## config.mk

```make
export PLATFORM = sky130hd
export DESIGN_NAME = string_format
export DESIGN_NICKNAME = d
export VERILOG_FILES = /design/src/rtl/string_format_pkg.sv /design/src/rtl/string_format_bin2bcd.sv /design/src/rtl/string_format.sv
export SDC_FILE = /design/constraint.sdc
export NUM_CORES = 1
export LEC_CHECK = 0
export CAP_MARGIN = 5
export CORE_UTILIZATION = 35
export CTS_CLUSTER_DIAMETER = 60
export DETAILED_ROUTE_END_ITERATION = 10
export SKIP_CTS_REPAIR_TIMING = 1
export SYNTH_ARGS = -nofsm -noshare
export SYNTH_HDL_FRONTEND = slang
export SYNTH_HIERARCHICAL = 1
export SYNTH_SLANG_ARGS = --single-unit
```

## constraint.sdc

```tcl
create_clock -name clk -period 15.85 [get_ports clk]
set_input_delay 3.17 -clock clk [delete_from_list [all_inputs] [get_ports clk]]
set_output_delay 3.17 -clock clk [all_outputs]
set_load 0.02 [all_outputs]
```

## src/rtl/string_format_pkg.sv

```systemverilog
// Shared definitions for the ASCII string preprocess/format pair so both sides stay sized together.
package string_format_pkg;

  localparam logic [7:0] ASCII_SPACE = 8'h20;
  localparam logic [7:0] ASCII_ZERO  = 8'h30;

  localparam int DEF_DWIDTH     = 8;
  localparam int DEF_IN_STRLEN  = 10;
  localparam int DEF_OUT_STRLEN = 32;

  typedef enum logic [1:0] {
    ST_IDLE = 2'd0,
    ST_EMIT = 2'd1,
    ST_DONE = 2'd2
  } state_e;

endpackage

```

## src/rtl/string_format_bin2bcd.sv

```systemverilog
// Combinational double-dabble: 8-bit binary to three BCD digits plus count of significant digits (1..3).
module string_format_bin2bcd (
  input  logic [7:0] bin_i,
  output logic [3:0] hund_o,
  output logic [3:0] tens_o,
  output logic [3:0] ones_o,
  output logic [1:0] ndig_o
);

  logic [19:0] sh;

  always_comb begin
    sh = {12'd0, bin_i};
    for (int i = 0; i < 8; i++) begin
      if (sh[11:8]  >= 4'd5) sh[11:8]  = sh[11:8]  + 4'd3;
      if (sh[15:12] >= 4'd5) sh[15:12] = sh[15:12] + 4'd3;
      if (sh[19:16] >= 4'd5) sh[19:16] = sh[19:16] + 4'd3;
      sh = sh << 1;
    end
  end

  assign hund_o = sh[19:16];
  assign tens_o = sh[15:12];
  assign ones_o = sh[11:8];
  assign ndig_o = (hund_o != 4'd0) ? 2'd3 : ((tens_o != 4'd0) ? 2'd2 : 2'd1);

endmodule

```

## src/rtl/string_format.sv

```systemverilog
// Formats a vector of byte values as a space-separated decimal ASCII string, one character per clock,
// then presents it with a valid/acknowledge handshake and a truncation flag.
module string_format
  import string_format_pkg::*;
#(
  parameter int DWIDTH     = DEF_DWIDTH,
  parameter int in_strlen  = DEF_IN_STRLEN,
  parameter int out_strlen = DEF_OUT_STRLEN
) (
  input  logic                           clk,
  input  logic                           reset,
  input  logic                           enable,
  input  logic                           start,
  input  logic [in_strlen*DWIDTH-1:0]    in_values,
  input  logic                           signal_from_controller,
  output logic [out_strlen*DWIDTH-1:0]   out_string,
  output logic                           string_en,
  output logic                           overflow,
  output logic                           busy
);

  localparam int PW = $clog2(out_strlen + 1);
  localparam int IW = $clog2(in_strlen + 1);

  state_e                          state_q;
  logic [in_strlen*DWIDTH-1:0]     vals_q;
  logic [out_strlen*DWIDTH-1:0]    buf_q;
  logic [out_strlen*DWIDTH-1:0]    str_q;
  logic [PW-1:0]                   ptr_q;
  logic [IW-1:0]                   idx_q;
  logic [1:0]                      dig_q;
  logic                            sep_q;
  logic                            flag_q;
  logic                            en_q;
  logic                            ovf_q;
  logic                            busy_q;

  logic [DWIDTH-1:0] cur_val;
  logic [3:0]        hund, tens, ones, digit;
  logic [1:0]        ndig;
  logic [DWIDTH-1:0] ch;
  logic              last_dig, last_char, at_end;

  assign cur_val = vals_q[(in_strlen-1-int'(idx_q))*DWIDTH +: DWIDTH];

  string_format_bin2bcd u_bin2bcd (
    .bin_i  (cur_val[7:0]),
    .hund_o (hund),
    .tens_o (tens),
    .ones_o (ones),
    .ndig_o (ndig)
  );

  // dig_q counts significant digits already written for the current value, MSB first
  always_comb begin
    digit = ones;
    case (ndig)
      2'd3:    digit = (dig_q == 2'd0) ? hund : ((dig_q == 2'd1) ? tens : ones);
      2'd2:    digit = (dig_q == 2'd0) ? tens : ones;
      default: digit = ones;
    endcase
  end

  assign last_dig  = (dig_q == ndig - 2'd1);
  assign last_char = !sep_q && last_dig && (idx_q == IW'(in_strlen - 1));
  assign at_end    = (ptr_q == PW'(out_strlen - 1));
  assign ch        = sep_q ? DWIDTH'(ASCII_SPACE) : DWIDTH'(ASCII_ZERO + {4'h0, digit});

  always_ff @(posedge clk or negedge reset) begin
    if (!reset) begin
      state_q <= ST_IDLE;
      vals_q  <= '0;
      buf_q   <= {out_strlen{DWIDTH'(ASCII_SPACE)}};
      str_q   <= '0;
      ptr_q   <= '0;
      idx_q   <= '0;
      dig_q   <= '0;
      sep_q   <= 1'b0;
      flag_q  <= 1'b0;
      en_q    <= 1'b0;
      ovf_q   <= 1'b0;
      busy_q  <= 1'b0;
    end else if (!enable) begin
      state_q <= ST_IDLE;
      vals_q  <= '0;
      buf_q   <= {out_strlen{DWIDTH'(ASCII_SPACE)}};
      str_q   <= '0;
      ptr_q   <= '0;
      idx_q   <= '0;
      dig_q   <= '0;
      sep_q   <= 1'b0;
      flag_q  <= 1'b0;
      en_q    <= 1'b0;
      ovf_q   <= 1'b0;
      busy_q  <= 1'b0;
    end else begin
      case (state_q)
        ST_IDLE: begin
          if (start) begin
            vals_q  <= in_values;
            buf_q   <= {out_strlen{DWIDTH'(ASCII_SPACE)}};
            ptr_q   <= '0;
            idx_q   <= '0;
            dig_q   <= '0;
            sep_q   <= 1'b0;
            flag_q  <= 1'b0;
            busy_q  <= 1'b1;
            state_q <= ST_EMIT;
          end
        end
        ST_EMIT: begin
          buf_q[(out_strlen-1-int'(ptr_q))*DWIDTH +: DWIDTH] <= ch;
          ptr_q <= ptr_q + PW'(1);
          // Writing the final byte ends the string; anything still pending is truncated
          if (at_end) begin
            flag_q  <= !last_char;
            state_q <= ST_DONE;
          end else if (last_char) begin
            state_q <= ST_DONE;
          end else if (sep_q) begin
            sep_q <= 1'b0;
            idx_q <= idx_q + IW'(1);
            dig_q <= '0;
          end else if (last_dig) begin
            sep_q <= 1'b1;
          end else begin
            dig_q <= dig_q + 2'd1;
          end
        end
        ST_DONE: begin
          if (!en_q) begin
            str_q <= buf_q;
            en_q  <= 1'b1;
            ovf_q <= flag_q;
          end else if (signal_from_controller) begin
            en_q    <= 1'b0;
            busy_q  <= 1'b0;
            state_q <= ST_IDLE;
          end
        end
        default: state_q <= ST_IDLE;
      endcase
    end
  end

  assign out_string = str_q;
  assign string_en  = en_q;
  assign overflow   = ovf_q;
  assign busy       = busy_q;

endmodule

```

==> metrics.txt, run 1 <==
status=finished, final reports clean; VDD IR max=between 0.08 and 0.09 mV; most frequent CP cell=ha_1; post-route cell area=around 26000 µm²; async set or reset register ratio after synthesis=100%; synth-to-layout area growth=22.6%; cell area after synthesis=21300 µm²; final slew viol count=0; kind of critical path=flop to flop; Initial Util=between 30% and 40%; ANT cells=0; syn_area_per_cell=12.1 µm²; Hold WC Path Type=flop to flop; Non-Filler Instances=2802; sequential-to-total area share from yosys stat=57.0%; Cell variety after synth=94; Setup crit end kind=flop; worst hold slack=467 ps; placed cell count=roughly 2700; Final TNS setup=0 ps; num rows=90; commonest non-fill, non-tap cell in the layout=dfrtp_1; Fmax=0.100 GHz; Main synth FF type=dfrtp_1; vias per cell=around 5.5; Routed WL per cell=about 22 µm; RSZ-0062 raised after global routing=false; # setup viols final=0; clk sink count=483; clock skew=43.4 ps; Synth top area share=a little over half; slew margin rel.=14.1%; DIE WIDTH=249 µm; Root Buffer=clkbuf_16; antenna violations before repair=2; Tot Pwr=between 2 and 3 mW; Ys Warns=6; commonest non-fill, non-tap cells in the layout=451 x dfrtp_1, 294 x a22o_1, 278 x clkdlybuf4s50_1; part of the cycle the worst path needs=62.8%; layout cells sized above 1=10.0%; total track usage=19.5%; synthesized instance count=1758; Nets=roughly 2100; Worst Max-Slew Pin Slew=1280 ps; global-route wire length before repair=roughly 95000 µm; clk slew on worst S/H paths=~60 ps; post-synthesis register bit count=about 480; routed via count=15524; CP required=16380 ps; Synth area leader=dfrtp_1; Pwr Density=114 nW/µm²; largest net degree at the start of global routing=123; Synth area leaders=dfrtp_1 53%, a22o_1 12%, dfstp_2 4.0%, buf_4 2.6%, nand2_1 2.5%; die area=61800 µm²; Max clock buf depth=3; antenna-violating nets left=0; CP delay by family, top=compound AO/OA/AOI/OAI gates; startpoint class of the critical path=flop; minimum clock period=9950 ps; H-tree depth=2; vias in the first global route=15638; First-pass DRT Iterations=7; Crit-path slowest cell=o22ai_1; CP max FO=22; number of DRC markers in iteration 0=1258; grt ovf=0; TritonCTS clock tree=yes; Post-DP HPWL=42400 µm; IO Count=roughly 340; gpl congestion=0.874; Buf/Inv on CP=3; Post-synth EDFFs=0; CP arrival=approximately 10000 ps; PortBufs=279; worst skew pair latency=630 ps; die height=around 250 µm; post-placement cell area=between 20000 and 25000 µm²; Core Area=between 60000 and 70000 µm²; crit-path max cell delay=920 ps; Routed Wire Length=60600 µm; Lkg Pwr=11.4 nW; Fin. Hold Viols=0; max_cap viols=0; DRC viols=0; FILL cells=5537; clock buffer count from CTS=52
[routing by layer]
| layer | track usage, % | wire [µm] |
|---|---|---|
| met1 | 26.6 | 26800 |
| met3 | 3.64 | 3630 |
| met5 | 0 | 23 |
| met2 | 31.7 | 28800 |
| met4 | 5.57 | 1420 |
[stage by stage]
stage / utilization [%] / setup WS, ps
after floorplan: - / 6990
after global placement: 40.4 / 6520
after detailed placement: 40.4 / 6040
after CTS: 43.3 / 6010
after global routing: 43.3 / 4900
final: 43.3 / 5900
[flip-flops by register name (all words and copies together) (netlist names)]
| signal | flops |
|---|---|
| buf_q | 192 |
| out_string | 192 |
| vals_q | 80 |
| ptr_q | 6 |
| idx_q | 4 |
| dig_q | 2 |
| state_q | 2 |
| busy | 1 |
| flag_q | 1 |
| overflow | 1 |
| sep_q | 1 |
| string_en | 1 |
[worst reg2reg max path: cells and delay by family (launching register included)]
family                   cells  cell delay [ps]
AO/OA/AOI/OAI               13             3930
XOR/XNOR                     2              590
adder cells (fa/ha/maj)      6             1980
buffers and inverters        3              480
flip-flops                   1              340
AND/OR/NAND/NOR             12             2570
[layout make-up]
cell class,instances,area [µm²],share of cell area [%]
timing repair buffer,295,2920,11.2
tap,782,978,3.75
sequential,483,12100,46.5
clock inverter,13,180,0.690
inverter,22,82.6,0.316
clock buffer,82,1540,5.92
multi-input combinational,1125,8270,31.7
[cell usage after synthesis, drive strengths merged, types with 3 or more instances]
| master | n |
|---|---|
| o211ai | 10 |
| xor2 | 3 |
| buf | 116 |
| nand4b | 3 |
| a32o | 48 |
| nand3b | 5 |
| o221ai | 3 |
| xnor2 | 7 |
| a21boi | 4 |
| o211a | 4 |
| o21a | 4 |
| mux2i | 35 |
| a21oi | 13 |
| dfstp | 32 |
| mux4 | 16 |
| dfrtp | 451 |
| inv | 21 |
| or3 | 7 |
| mux2 | 3 |
| o21bai | 3 |
| and2 | 12 |
| o21ai | 98 |
| nor2b | 6 |
| o2bb2ai | 12 |
| a211oi | 12 |
| nand2b | 40 |
| and3b | 4 |
| a31oi | 21 |
| or2 | 7 |
| nor3b | 5 |
| a41oi | 13 |
| ha | 23 |
| a21o | 7 |
| nand2 | 141 |
| nand4 | 8 |
| nor3 | 16 |
| and3 | 17 |
| o22ai | 10 |
| nand3 | 53 |
| nor4 | 7 |
| o31ai | 6 |
| a22o | 294 |
| clkbuf | 76 |
| nor2 | 47 |
[where the power goes]
part           switching (mW)  internal, mW  total [mW]
logic                   0.362         0.145       0.507
clock network           0.513         0.691        1.20
registers              0.0158          1.25        1.27
total                   0.891          2.09        2.98
[kinds of logic (layout without fill, tap and decap cells)]
logic type,after synthesis,in the layout,share of synthesized area (%)
compound gates,586,586,22.9
xor+xnor,10,10,0.482
fa+ha+maj,23,23,1.35
buf+inv,214,412,5.44
flops,483,483,57.0
mux,54,54,3.52
other cells,2,66,0.0353
simple gates,386,386,9.28
[worst paths after layout]
kind	slack (ps)	cells after the start	startpoint	end
min in group asynchronous	2630	1	reset	out_string[240]$_DFFE_PN0P_
setup / recovery	5900	36	idx_q[1]$_DFFE_PN0P_	buf_q[121]$_DFFE_PN0P_
hold / removal	470	2	buf_q[84]$_DFFE_PN0P_	buf_q[84]$_DFFE_PN0P_
hold reg to reg	470	2	buf_q[84]$_DFFE_PN0P_	buf_q[84]$_DFFE_PN0P_
setup reg to reg	5900	36	idx_q[1]$_DFFE_PN0P_	buf_q[121]$_DFFE_PN0P_
max in group asynchronous	10010	4	reset	out_string[45]$_DFFE_PN0P_
(Power assumes the default switching activity.)
==> inputs of run 2 (changes only) <==
clock period = 8.05 ns   (was 15.85 ns; I/O delays follow)
==> metrics.txt, run 2 (synthesis gave the netlist of run 1 again) <==
clk sink count=483 (unchanged); First-pass DRT Iterations=5 (-2); commonest non-fill, non-tap cells in the layout=450 x dfrtp_1, 294 x a22o_1, 278 x clkdlybuf4s50_1; Util after Layout=44.2% (+0.92 points); FILL cells=5545 (+0.14%); clk slew on worst S/H paths=60 ps (about the same); antenna violations before repair=2 (unchanged); Worst Max-Slew Pin Slew=1220 ps (-59.9 ps); DIE WIDTH=249 µm (unchanged); die height=249 µm (unchanged); TritonCTS clock tree=yes; Tot Pwr=6.21 mW (+110%); Max clock buf depth=3 (unchanged); die area=61800 µm² (unchanged); Setup crit end kind=flop; Routed WL per cell=21.4 µm (-0.95%); vias per cell=5.53 (-0.11%); status=finished, final reports clean; routed via count=15646 (+0.79%); ANT cells=0 (unchanged); antenna-violating nets left=0 (unchanged); IO Count=344 (unchanged); kind of critical path=flop to flop; DRC viols=0 (unchanged); multi-input logic area=8440 µm² (+2.0%); post-placement cell area=24600 µm² (+0.87%); CP required=8540 ps (-7840 ps); H-tree depth=2 (unchanged); crit-path max cell delay=400 ps (-520 ps); grt ovf=0 (unchanged); RSZ-0062 raised after global routing=true; global-route wire length before repair=94800 µm (-0.41%); VDD IR max=0.177 mV (+110%); Nets=2111 (+1.1%); synth-to-layout area growth=25.2%; Lkg Pwr=11.6 nW (+2.1%); CP max FO=12 (-45%); Core Area=60200 µm² (unchanged); gpl congestion=0.873 (-0.18%); Crit-path slowest cell=dfrtp_1; total track usage=19.4% (-0.095 points); layout cells sized above 1=13.2% (+3.2 points); final slew viol count=0 (unchanged); minimum clock period=7610 ps (-2350 ps); clock buffer count from CTS=53 (+1.9%); vias in the first global route=15259 (-2.4%); clock skew=17.9 ps (-25.5 ps); slew margin rel.=18.9% (+4.8 points); Root Buffer=clkbuf_16; Routed Wire Length=60600 µm (about the same); Pwr Density=233 nW/µm² (+100%); Post-DP HPWL=41800 µm (-1.3%); max_cap viols=0 (unchanged); worst skew pair latency=610 ps (-20 ps); Fmax=0.131 GHz (+31%); num rows=90 (unchanged); Fin. Hold Viols=0 (unchanged); post-route cell area=26700 µm² (+2.1%); # setup viols final=0 (unchanged); PortBufs=279 (unchanged); largest net degree at the start of global routing=194 (+58%); number of DRC markers in iteration 0=1311 (+4.2%); commonest non-fill, non-tap cell in the layout=dfrtp_1; Hold WC Path Type=flop to flop; CP arrival=8100 ps (-2380 ps); part of the cycle the worst path needs=94.5% (+32 points); startpoint class of the critical path=flop; Initial Util=35.3% (unchanged); most frequent CP cell=ha_1; Storage cell area=12100 µm² (about the same)
-- run 2: metrics by stage --
step,worst slack [ps],TNS [ps],std cells,hold slack (ps)
finish,442,0,2827,474
global route,-78.2,-1810,2827,496
CTS,-280,-3010,2822,475
detailed placement,-246,-2160,2725,461
global placement,101,0,2725,459
floorplan,20.5,0,1822,440
-- run 2: critical path: cells and delay by family, from the launching register on --
| family | cells | cell delay (ps) |
|---|---|---|
| and+or+nand+nor | 11 | 1840 |
| xor gates and xnor gates | 2 | 360 |
| buffers and inverters | 3 | 290 |
| DFF | 1 | 400 |
| AOI/OAI and AO/OA | 13 | 2720 |
| adders and majority gates | 8 | 1880 |
-- run 2: layout make-up --
class,instances,area share (%)
Clock buffer,68,5.49
Clock inverter,29,1.63
Inverter,22,0.310
Multi-Input combinational cell,1125,31.7
Sequential cell,483,45.5
Tap cell,782,3.67
Timing Repair Buffer,318,11.7
-- run 2: final timing paths --
kind                                   startpoint                     end  slack, ps  cells past startpoint
max                          idx_q[2]$_DFFE_PN0P_  buf_q[139]$_DFFE_PN0P_        440                     37
min reg2reg                buf_q[212]$_DFFE_PN0P_  buf_q[212]$_DFFE_PN0P_        470                      2
min                        buf_q[212]$_DFFE_PN0P_  buf_q[212]$_DFFE_PN0P_        470                      2
max in group asynchronous                   reset    idx_q[0]$_DFFE_PN0P_       5210                      2
min in group asynchronous                   reset  buf_q[234]$_DFFE_PN0P_       1110                      1
max reg2reg                  idx_q[2]$_DFFE_PN0P_  buf_q[139]$_DFFE_PN0P_        440                     37
-- run 2: per-layer routing --
layer	up-vias	global-route usage (%)	share of wire (%)
met5	-	0	0.045
met4	4	6.03	2.7
met3	99	4.03	6.1
met2	515	30.1	46
met1	8007	27.3	45
li1	7021	-	-
-- run 2: report_power, final --
part / total (mW) / switching (mW) / leakage [nW] / internal, mW
Clock: 2.59 / 1.04 / 0.919 / 1.56
Combinational: 1.12 / 0.762 / 4.11 / 0.361
Sequential: 2.50 / 0.0329 / 6.59 / 2.47
Total: 6.21 / 1.83 / 11.6 / 4.38
